==> src/rtl/vector_op_arbiter_if.sv <==
// Requester and response handshake bundle for vector_op_arbiter.
// master drives operands and rsp_ready; slave (the arbiter) drives readies and results.
interface vector_op_arbiter_if #(
   parameter int WIDTH = 3
);
   logic               req0_valid;
   logic               req0_ready;
   logic [WIDTH-1:0]   req0_a;
   logic [WIDTH-1:0]   req0_b;
   logic               req1_valid;
   logic               req1_ready;
   logic [WIDTH-1:0]   req1_a;
   logic [WIDTH-1:0]   req1_b;
   logic               rsp_valid;
   logic               rsp_ready;
   logic               rsp_id;
   logic [WIDTH-1:0]   rsp_or_bitwise;
   logic               rsp_or_logical;
   logic [2*WIDTH-1:0] rsp_not;

   modport master (
      output req0_valid, req0_a, req0_b,
      output req1_valid, req1_a, req1_b,
      output rsp_ready,
      input  req0_ready, req1_ready,
      input  rsp_valid, rsp_id, rsp_or_bitwise, rsp_or_logical, rsp_not
   );

   modport slave (
      input  req0_valid, req0_a, req0_b,
      input  req1_valid, req1_a, req1_b,
      input  rsp_ready,
      output req0_ready, req1_ready,
      output rsp_valid, rsp_id, rsp_or_bitwise, rsp_or_logical, rsp_not
   );
endinterface

==> src/rtl/vector_op_arbiter.sv <==
// Two-requester round-robin front end for a registered OR/NOT vector unit; one cycle accept-to-result.
// Readies drop to 0 while the single result buffer is full and not being drained this cycle.
module vector_op_arbiter #(
   parameter int WIDTH = 3,
   parameter int CNT_W = 8
) (
   input  logic               clk,
   input  logic               reset,
   vector_op_arbiter_if.slave bus,
   output logic [CNT_W-1:0]   done_count
);
   typedef enum logic {
      EMPTY = 1'b0,
      FULL  = 1'b1
   } state_t;

   state_t             state;
   logic               prio;
   logic               rsp_id_q;
   logic [WIDTH-1:0]   or_bitwise_q;
   logic               or_logical_q;
   logic [2*WIDTH-1:0] not_q;

   logic               can_load;
   logic               drain;
   logic               grant0;
   logic               grant1;
   logic               load;
   logic               win_id;
   logic [WIDTH-1:0]   win_a;
   logic [WIDTH-1:0]   win_b;

   // A full buffer may still accept when the consumer drains it in the same cycle.
   assign drain    = (state == FULL) & bus.rsp_ready;
   assign can_load = (state == EMPTY) | bus.rsp_ready;

   assign grant0 = bus.req0_valid & (~bus.req1_valid | ~prio);
   assign grant1 = bus.req1_valid & (~bus.req0_valid |  prio);

   assign bus.req0_ready = can_load & grant0;
   assign bus.req1_ready = can_load & grant1;

   assign load   = can_load & (grant0 | grant1);
   assign win_id = grant1;
   assign win_a  = grant1 ? bus.req1_a : bus.req0_a;
   assign win_b  = grant1 ? bus.req1_b : bus.req0_b;

   always_ff @(posedge clk or posedge reset) begin
      if (reset) begin
         state        <= EMPTY;
         prio         <= 1'b0;
         rsp_id_q     <= 1'b0;
         or_bitwise_q <= '0;
         or_logical_q <= 1'b0;
         not_q        <= '0;
         done_count   <= '0;
      end else begin
         if (load) begin
            state        <= FULL;
            rsp_id_q     <= win_id;
            or_bitwise_q <= win_a | win_b;
            or_logical_q <= (|win_a) | (|win_b);
            not_q        <= {~win_b, ~win_a};
            prio         <= ~win_id;
         end else if (drain) begin
            state <= EMPTY;
         end
         if (drain) begin
            done_count <= done_count + CNT_W'(1);
         end
      end
   end

   assign bus.rsp_valid      = (state == FULL);
   assign bus.rsp_id         = rsp_id_q;
   assign bus.rsp_or_bitwise = or_bitwise_q;
   assign bus.rsp_or_logical = or_logical_q;
   assign bus.rsp_not        = not_q;
endmodule
==> src/flat_wrapper.sv <==
// flat-port wrapper written by rule: the top's interface ports become plain ports
module vector_op_arbiter_flat 
#(
   parameter int WIDTH = 3,
   parameter int CNT_W = 8
)
  (clk, reset, done_count, bus_req0_valid, bus_req0_a, bus_req0_b, bus_req1_valid, bus_req1_a, bus_req1_b, bus_rsp_ready, bus_req0_ready, bus_req1_ready, bus_rsp_valid, bus_rsp_id, bus_rsp_or_bitwise, bus_rsp_or_logical, bus_rsp_not);
  vector_op_arbiter_if #(.WIDTH(WIDTH)) bus_i ();
  input  logic clk;
  input  logic reset;
  output logic [CNT_W-1:0] done_count;
  input wire logic [$bits(bus_i.req0_valid)-1:0] bus_req0_valid;
  input wire logic [$bits(bus_i.req0_a)-1:0] bus_req0_a;
  input wire logic [$bits(bus_i.req0_b)-1:0] bus_req0_b;
  input wire logic [$bits(bus_i.req1_valid)-1:0] bus_req1_valid;
  input wire logic [$bits(bus_i.req1_a)-1:0] bus_req1_a;
  input wire logic [$bits(bus_i.req1_b)-1:0] bus_req1_b;
  input wire logic [$bits(bus_i.rsp_ready)-1:0] bus_rsp_ready;
  output wire logic [$bits(bus_i.req0_ready)-1:0] bus_req0_ready;
  output wire logic [$bits(bus_i.req1_ready)-1:0] bus_req1_ready;
  output wire logic [$bits(bus_i.rsp_valid)-1:0] bus_rsp_valid;
  output wire logic [$bits(bus_i.rsp_id)-1:0] bus_rsp_id;
  output wire logic [$bits(bus_i.rsp_or_bitwise)-1:0] bus_rsp_or_bitwise;
  output wire logic [$bits(bus_i.rsp_or_logical)-1:0] bus_rsp_or_logical;
  output wire logic [$bits(bus_i.rsp_not)-1:0] bus_rsp_not;
  assign bus_i.req0_valid = bus_req0_valid;
  assign bus_i.req0_a = bus_req0_a;
  assign bus_i.req0_b = bus_req0_b;
  assign bus_i.req1_valid = bus_req1_valid;
  assign bus_i.req1_a = bus_req1_a;
  assign bus_i.req1_b = bus_req1_b;
  assign bus_i.rsp_ready = bus_rsp_ready;
  assign bus_req0_ready = bus_i.req0_ready;
  assign bus_req1_ready = bus_i.req1_ready;
  assign bus_rsp_valid = bus_i.rsp_valid;
  assign bus_rsp_id = bus_i.rsp_id;
  assign bus_rsp_or_bitwise = bus_i.rsp_or_bitwise;
  assign bus_rsp_or_logical = bus_i.rsp_or_logical;
  assign bus_rsp_not = bus_i.rsp_not;
  vector_op_arbiter #(.WIDTH(WIDTH), .CNT_W(CNT_W)) u_core (.clk(clk), .reset(reset), .bus(bus_i), .done_count(done_count));
endmodule
==> config.mk <==
export PLATFORM = sky130hd
export DESIGN_NAME = vector_op_arbiter_flat
export DESIGN_NICKNAME = d
export VERILOG_FILES = /design/src/rtl/vector_op_arbiter_if.sv /design/src/rtl/vector_op_arbiter.sv /design/src/flat_wrapper.sv
export SDC_FILE = /design/constraint.sdc
export NUM_CORES = 1
export LEC_CHECK = 0
export CORE_MARGIN = 4
export CORE_UTILIZATION = 45
export CTS_BUF_LIST = sky130_fd_sc_hd__clkbuf_8
export CTS_CLUSTER_SIZE = 12
export DETAILED_ROUTE_END_ITERATION = 10
export PLACE_DENSITY = 0.85
export REMOVE_ABC_BUFFERS = 1
export SYNTH_ARGS = -nofsm -noshare
export SYNTH_HDL_FRONTEND = slang
export SYNTH_SLANG_ARGS = --single-unit
export TNS_END_PERCENT = 30
==> constraint.sdc <==
create_clock -name clk -period 1.32 [get_ports clk]
set_input_delay 0.198 -clock clk [delete_from_list [all_inputs] [get_ports clk]]
set_output_delay 0.198 -clock clk [all_outputs]
set_load 0.01 [all_outputs]
**After elaboration in Yosys (flattened, before gate mapping)**

Cells that the tools add are included.

- Register bits: 21
- Logic and storage cells: 34
- Output and inout port bits: 22

- Add/sub/neg operators: 1
- Reductions and logical operators: 3
- Mux-type cells: 4
- Bitwise gates (word level): 19

Operators by type and width:

| operator | count |
|---|---|
| $add 8x1->8 const B | 1 |
| $and 1x1->1 | 6 |
| $mux 3 | 2 |
| $not 3->3 | 2 |
| $reduce_or 3->1 | 2 |
| $not 1->1 | 5 |
| $or 1x1->1 | 5 |
| $or 3x3->3 | 1 |
| $mux 1 | 2 |
| $reduce_bool 2->1 | 1 |

**Depth between registers and ports, before layout**

- Depth after elaboration: 6
- Gate-level depth with buffers: 4
- Mapped depth without buffers: 4

**Worst setup path after synthesis**

No wires, ideal clock.

- Kind: input-to-reg
- Start point: in bus_req0_a[0]
- End point: reg u_core.or_logical_q, in the netlist u_core.bus.rsp_or_logical
- Data arrival time: 1117 ps
- Setup slack: 68 ps
- Cell stages on the path: 3
- Setup time: 134 ps
- Path buffers: 0
- Path through: or4_4 > a2111oi_4 > o31ai_1

- Cells in the longest elaborated chain, start to end: 3

Ends and longest elaborated chain:

| what | line | RTL |
|---|---|---|
| from (decl) | flat_wrapper.sv:13 | `input wire logic [$bits(bus_i.req0_a)-1:0] bus_req0_a;` |
| $mux 3 | vector_op_arbiter.sv:45 | `assign win_a = grant1 ? bus.req1_a : bus.req0_a;` |
| $reduce_or 3->1 | vector_op_arbiter.sv:62 | `or_logical_q <= (\|win_a) \| (\|win_b);` |
| $or 1x1->1 | vector_op_arbiter.sv:62 |  |
| to (signal assigned) | vector_op_arbiter.sv:62 |  |
| to (decl) | vector_op_arbiter.sv:21 | `logic or_logical_q;` |

No other way between the ends.
A chain may end at the register's enable or synchronous reset.

**Worst setup path after layout**

- Start point: reg u_core.prio
- End point: out bus_req0_ready

- Cells in the longest elaborated chain, start to end: 4

Ends and longest elaborated chain:

| what | line | RTL |
|---|---|---|
| from (decl) | vector_op_arbiter.sv:18 | `logic prio;` |
| from (signal assigned) | vector_op_arbiter.sv:64 | `prio <= ~win_id;` |
| $not 1->1 | vector_op_arbiter.sv:37 | `assign grant0 = bus.req0_valid & (~bus.req1_valid \| ~prio);` |
| $or 1x1->1 | vector_op_arbiter.sv:37 |  |
| $and 1x1->1 | vector_op_arbiter.sv:37 |  |
| $and 1x1->1 | vector_op_arbiter.sv:40 | `assign bus.req0_ready = can_load & grant0;` |
| to (decl) | flat_wrapper.sv:19 | `output wire logic [$bits(bus_i.req0_ready)-1:0] bus_req0_ready;` |

No other way between the ends.

==> results.py <==
metrics = {
    "global_routing": {
        "grt.met1_usage_pct": 22.78,
        "use_met3_pct": 4.828,
        "grt_start_max_net_pins": 22,
        "gr-usage-all-layers_pct": 19.60,
        "busiest_layer": "met2",
        "grt_use_met2_pct": 34.49,
        "antenna_found_initial": 0,
        "grt_pass1_wl_um": 4954,
        "gr-total-overflow": 0,
        "grt_pass1_vias": 1113,
    },
    "yosys": {
        "yosysMostFrequentCell": "dfrtp_1",
        "ys.flop_type": "dfrtp_1",
        "synth_top_area_share_pct": 48.89,
        "synth_area_leaders": "dfrtp_1, o31ai_1, o21ai_0",
        "async_reset_ff_share_pct": 100.0,
        "ys.warnings.count": 0,
        "syn_area_um2": 1075,
        "ys_types": 25,
        "synth-seq-cells": 21,
        "yosysSeqAreaShare_pct": 48.89,
        "synth.avg_cell_area_um2": 10.04,
        "syn_inst": 107,
        "synthTopCellsByCount": "dfrtp_1, o21ai_0, o31ai_1",
        "synth_top_area_cell": "dfrtp_1",
        "synth_edf_count": 0,
    },
    "detailed_routing": {
        "avgRoutedWirePerCell_um": 14.40,
        "viasPerCell": 5.464,
        "finalWirelength_um": 2794,
        "ant_nets": 0,
        "drc": 0,
        "drt_iter0_drc": 23,
        "vias": 1060,
        "dr.pass1.iters": 4,
    },
    "place": {
        "dp.cells": 188,
        "place_area_um2": 1629,
        "port_buffers": 38,
        "place.gp.congestion": 0.7973,
        "hpwl_um": 2091,
    },
    "power": {
        "powerDensity_nw_per_um2": 1288,
        "power_mw": 2.184,
        "ir_worst_vdd_v": 0.0009212,
        "leakage_nw": 0.8004,
    },
    "worst_setup_path": {
        "crit_path_start_kind": "flop",
        "endpoint": "bus_req0_ready",
        "critPathLaunch": "u_core.prio$_DFFE_PP0P_",
        "worstPathRequired_ns": 1.12,
        "worstPathMaxFanout": 4,
        "reg2reg_slack_ns": 0.05,
        "r2r_cells": 4,
        "cp_data_arrival_time_ns": 1.13,
        "path_class": "reg2out",
        "end_kind": "output port",
        "cp_slowest_cell": "dfrtp_1",
        "reg2reg_to": "u_core.bus.rsp_not[0]$_DFFE_PP0P_",
        "r2r-start": "u_core.prio$_DFFE_PP0P_",
        "cp_cell_sequence": "nand2b_4 -> a21oi_1 -> buf_2",
        "cpPeakStageDelay_ns": 0.40,
    },
    "die": {
        "die_w_um": 56.87,
        "die-area_um2": 3234,
        "die_h_um": 56.87,
        "io_pins": 39,
        "rows": 17,
        "initial_utilization_pct": 48.12,
        "core-area_um2": 2233,
    },
    "timing": {
        "finalHoldViolCount": 0,
        "rsz0062_at_grt": "yes",
        "fmax_mhz": 753.8,
        "skew_ns": 0.0009472,
        "worstMarginPinSlew_ns": 0.2800,
        "slew_viol_final": 0,
        "max_slew_margin_pct": 81.16,
        "setup-violations-final": 1,
        "final.min_clock_period_ns": 1.327,
        "worst_slack_ns": -0.006534,
        "post-route-period-util_pct": 100.5,
    },
    "clock_tree": {
        "tritoncts": "built",
        "clock_path_buffers": 2,
        "h-tree-depth": 1,
        "clockRootBuffer": "clkbuf_8",
        "insertion_delay_ns": 0.26,
        "clk_pin_slew_ns": 0.07,
        "clock-sinks": 21,
        "cts_buffers": 3,
    },
    "layout": {
        "drive_gt1_share_pct": 22.89,
        "final_nets": 185,
        "layout-area-overhead-vs-synth_pct": 57.74,
        "multi_input_area_um2": 555.5,
        "seq_area_um2": 525.5,
        "fill_cells": 179,
        "fin_cells": 194,
        "antenna_cells": 0,
        "stdcell_area_um2": 1695,
    },
    "run": {
        "drv_cap": 0,
    },
    "worst_hold_path": {
        "hold_class": "in2async",
    },
    "outcome": {
        "status": "finished with violations",
        "violations": "negative setup slack",
    },
}
-- worst max-delay path, delay by kind of cell, from the launching register on --
kind	cells	cell delay, ns
AOI/OAI and AO/OA	1	0.15
buffers and inverters	1	0.15
DFF	1	0.40
and+or+nand+nor	1	0.17
-- placed cells by master (no fill, tap or decap), types with 2 or more instances in the layout --
cell and count:
dlygate4sd2_1 25, buf_4 22, dfrtp_1 21, clkdlybuf4s50_1 10, o31ai_1 9, o21ai_0 8
and3_1 7, nand2_1 7, a21boi_0 6, o21ai_1 5, xnor2_1 5, nor2_1 4
inv_1 3, nor4_1 3, a211oi_1 3, clkbuf_8 3, nand2b_4 2, nor2b_1 2
and4_1 2, xor2_1 2, buf_2 2, buf_6 2
-- per-stage QoR --
stage	setup TNS, ns	setup WS (ns)	hold slack [ns]	utilization, %
final	-0.006534	-0.006534	0.2630	75.91
after global routing	-0.1263	-0.05119	0.2787	75.91
after CTS	0	0.01379	0.2763	75.07
after detailed placement	-3.942	-0.5017	0.4634	72.94
after global placement	-3.685	-0.5552	0.4630	72.94
after floorplan	-0.02958	-0.02958	0.1745	-
-- cell type report --
class / instances / area share [%]
multi-input combinational: 77 / 32.77
timing repair buffer: 62 / 31.07
sequential: 21 / 31.00
clock buffer: 3 / 2.435
tap: 28 / 2.066
inverter: 2 / 0.4428
clock inverter: 1 / 0.2214
-- flip-flops by register name, indices dropped and copies added (netlist names) --
name / flops
u_core.bus.rsp_or_bitwise: 3
u_core.done_count: 8
u_core.bus.rsp_id: 1
u_core.prio: 1
u_core.bus.rsp_or_logical: 1
u_core.bus.rsp_not: 6
u_core.bus.rsp_valid: 1
-- power breakdown --
part	switching [mW]	total [mW]	internal, mW
Combinational	0.402	0.860	0.458
Clock	0.198	0.405	0.207
Sequential	0.117	0.920	0.803
-- worst min-delay path by stage --
stage                                          start                          endpoint  slack [ns]  depth (start not counted)
floorplan                                      reset     u_core.bus.rsp_id$_DFFE_PP0P_        0.17                          1
global placement    u_core.done_count[7]$_DFFE_PP0P_  u_core.done_count[7]$_DFFE_PP0P_        0.46                          1
detailed placement  u_core.done_count[7]$_DFFE_PP0P_  u_core.done_count[7]$_DFFE_PP0P_        0.46                          1
CTS                                            reset  u_core.done_count[3]$_DFFE_PP0P_        0.28                          3
global route                                   reset  u_core.done_count[3]$_DFFE_PP0P_        0.28                          3
finish                                         reset  u_core.done_count[6]$_DFFE_PP0P_        0.26                          3
-- kinds of logic after synthesis --
group           share of synthesized area [%]
compound gates                          23.28
xor+xnor                                5.704
fa+ha+maj                               1.164
buf+inv                                 3.144
flops                                   48.89
mux                                     1.048
simple gates                            16.76
-- routing by layer --
metal	vias up	wire [um]
met5	-	0
met4	0	36
met3	3	220
met2	39	1372
met1	503	1164
li1	515	-
-- timing repair --
action                                  in CTS  in global routing
setup buffers                                3                  0
hold endpoints to repair                     0                  0
endpoints found under the setup margin      24                 10
pin swaps                                    5                  4
resized for setup                           39                 11
hold buffers                                 0                  0
Power figures use the tool's default switching activity.
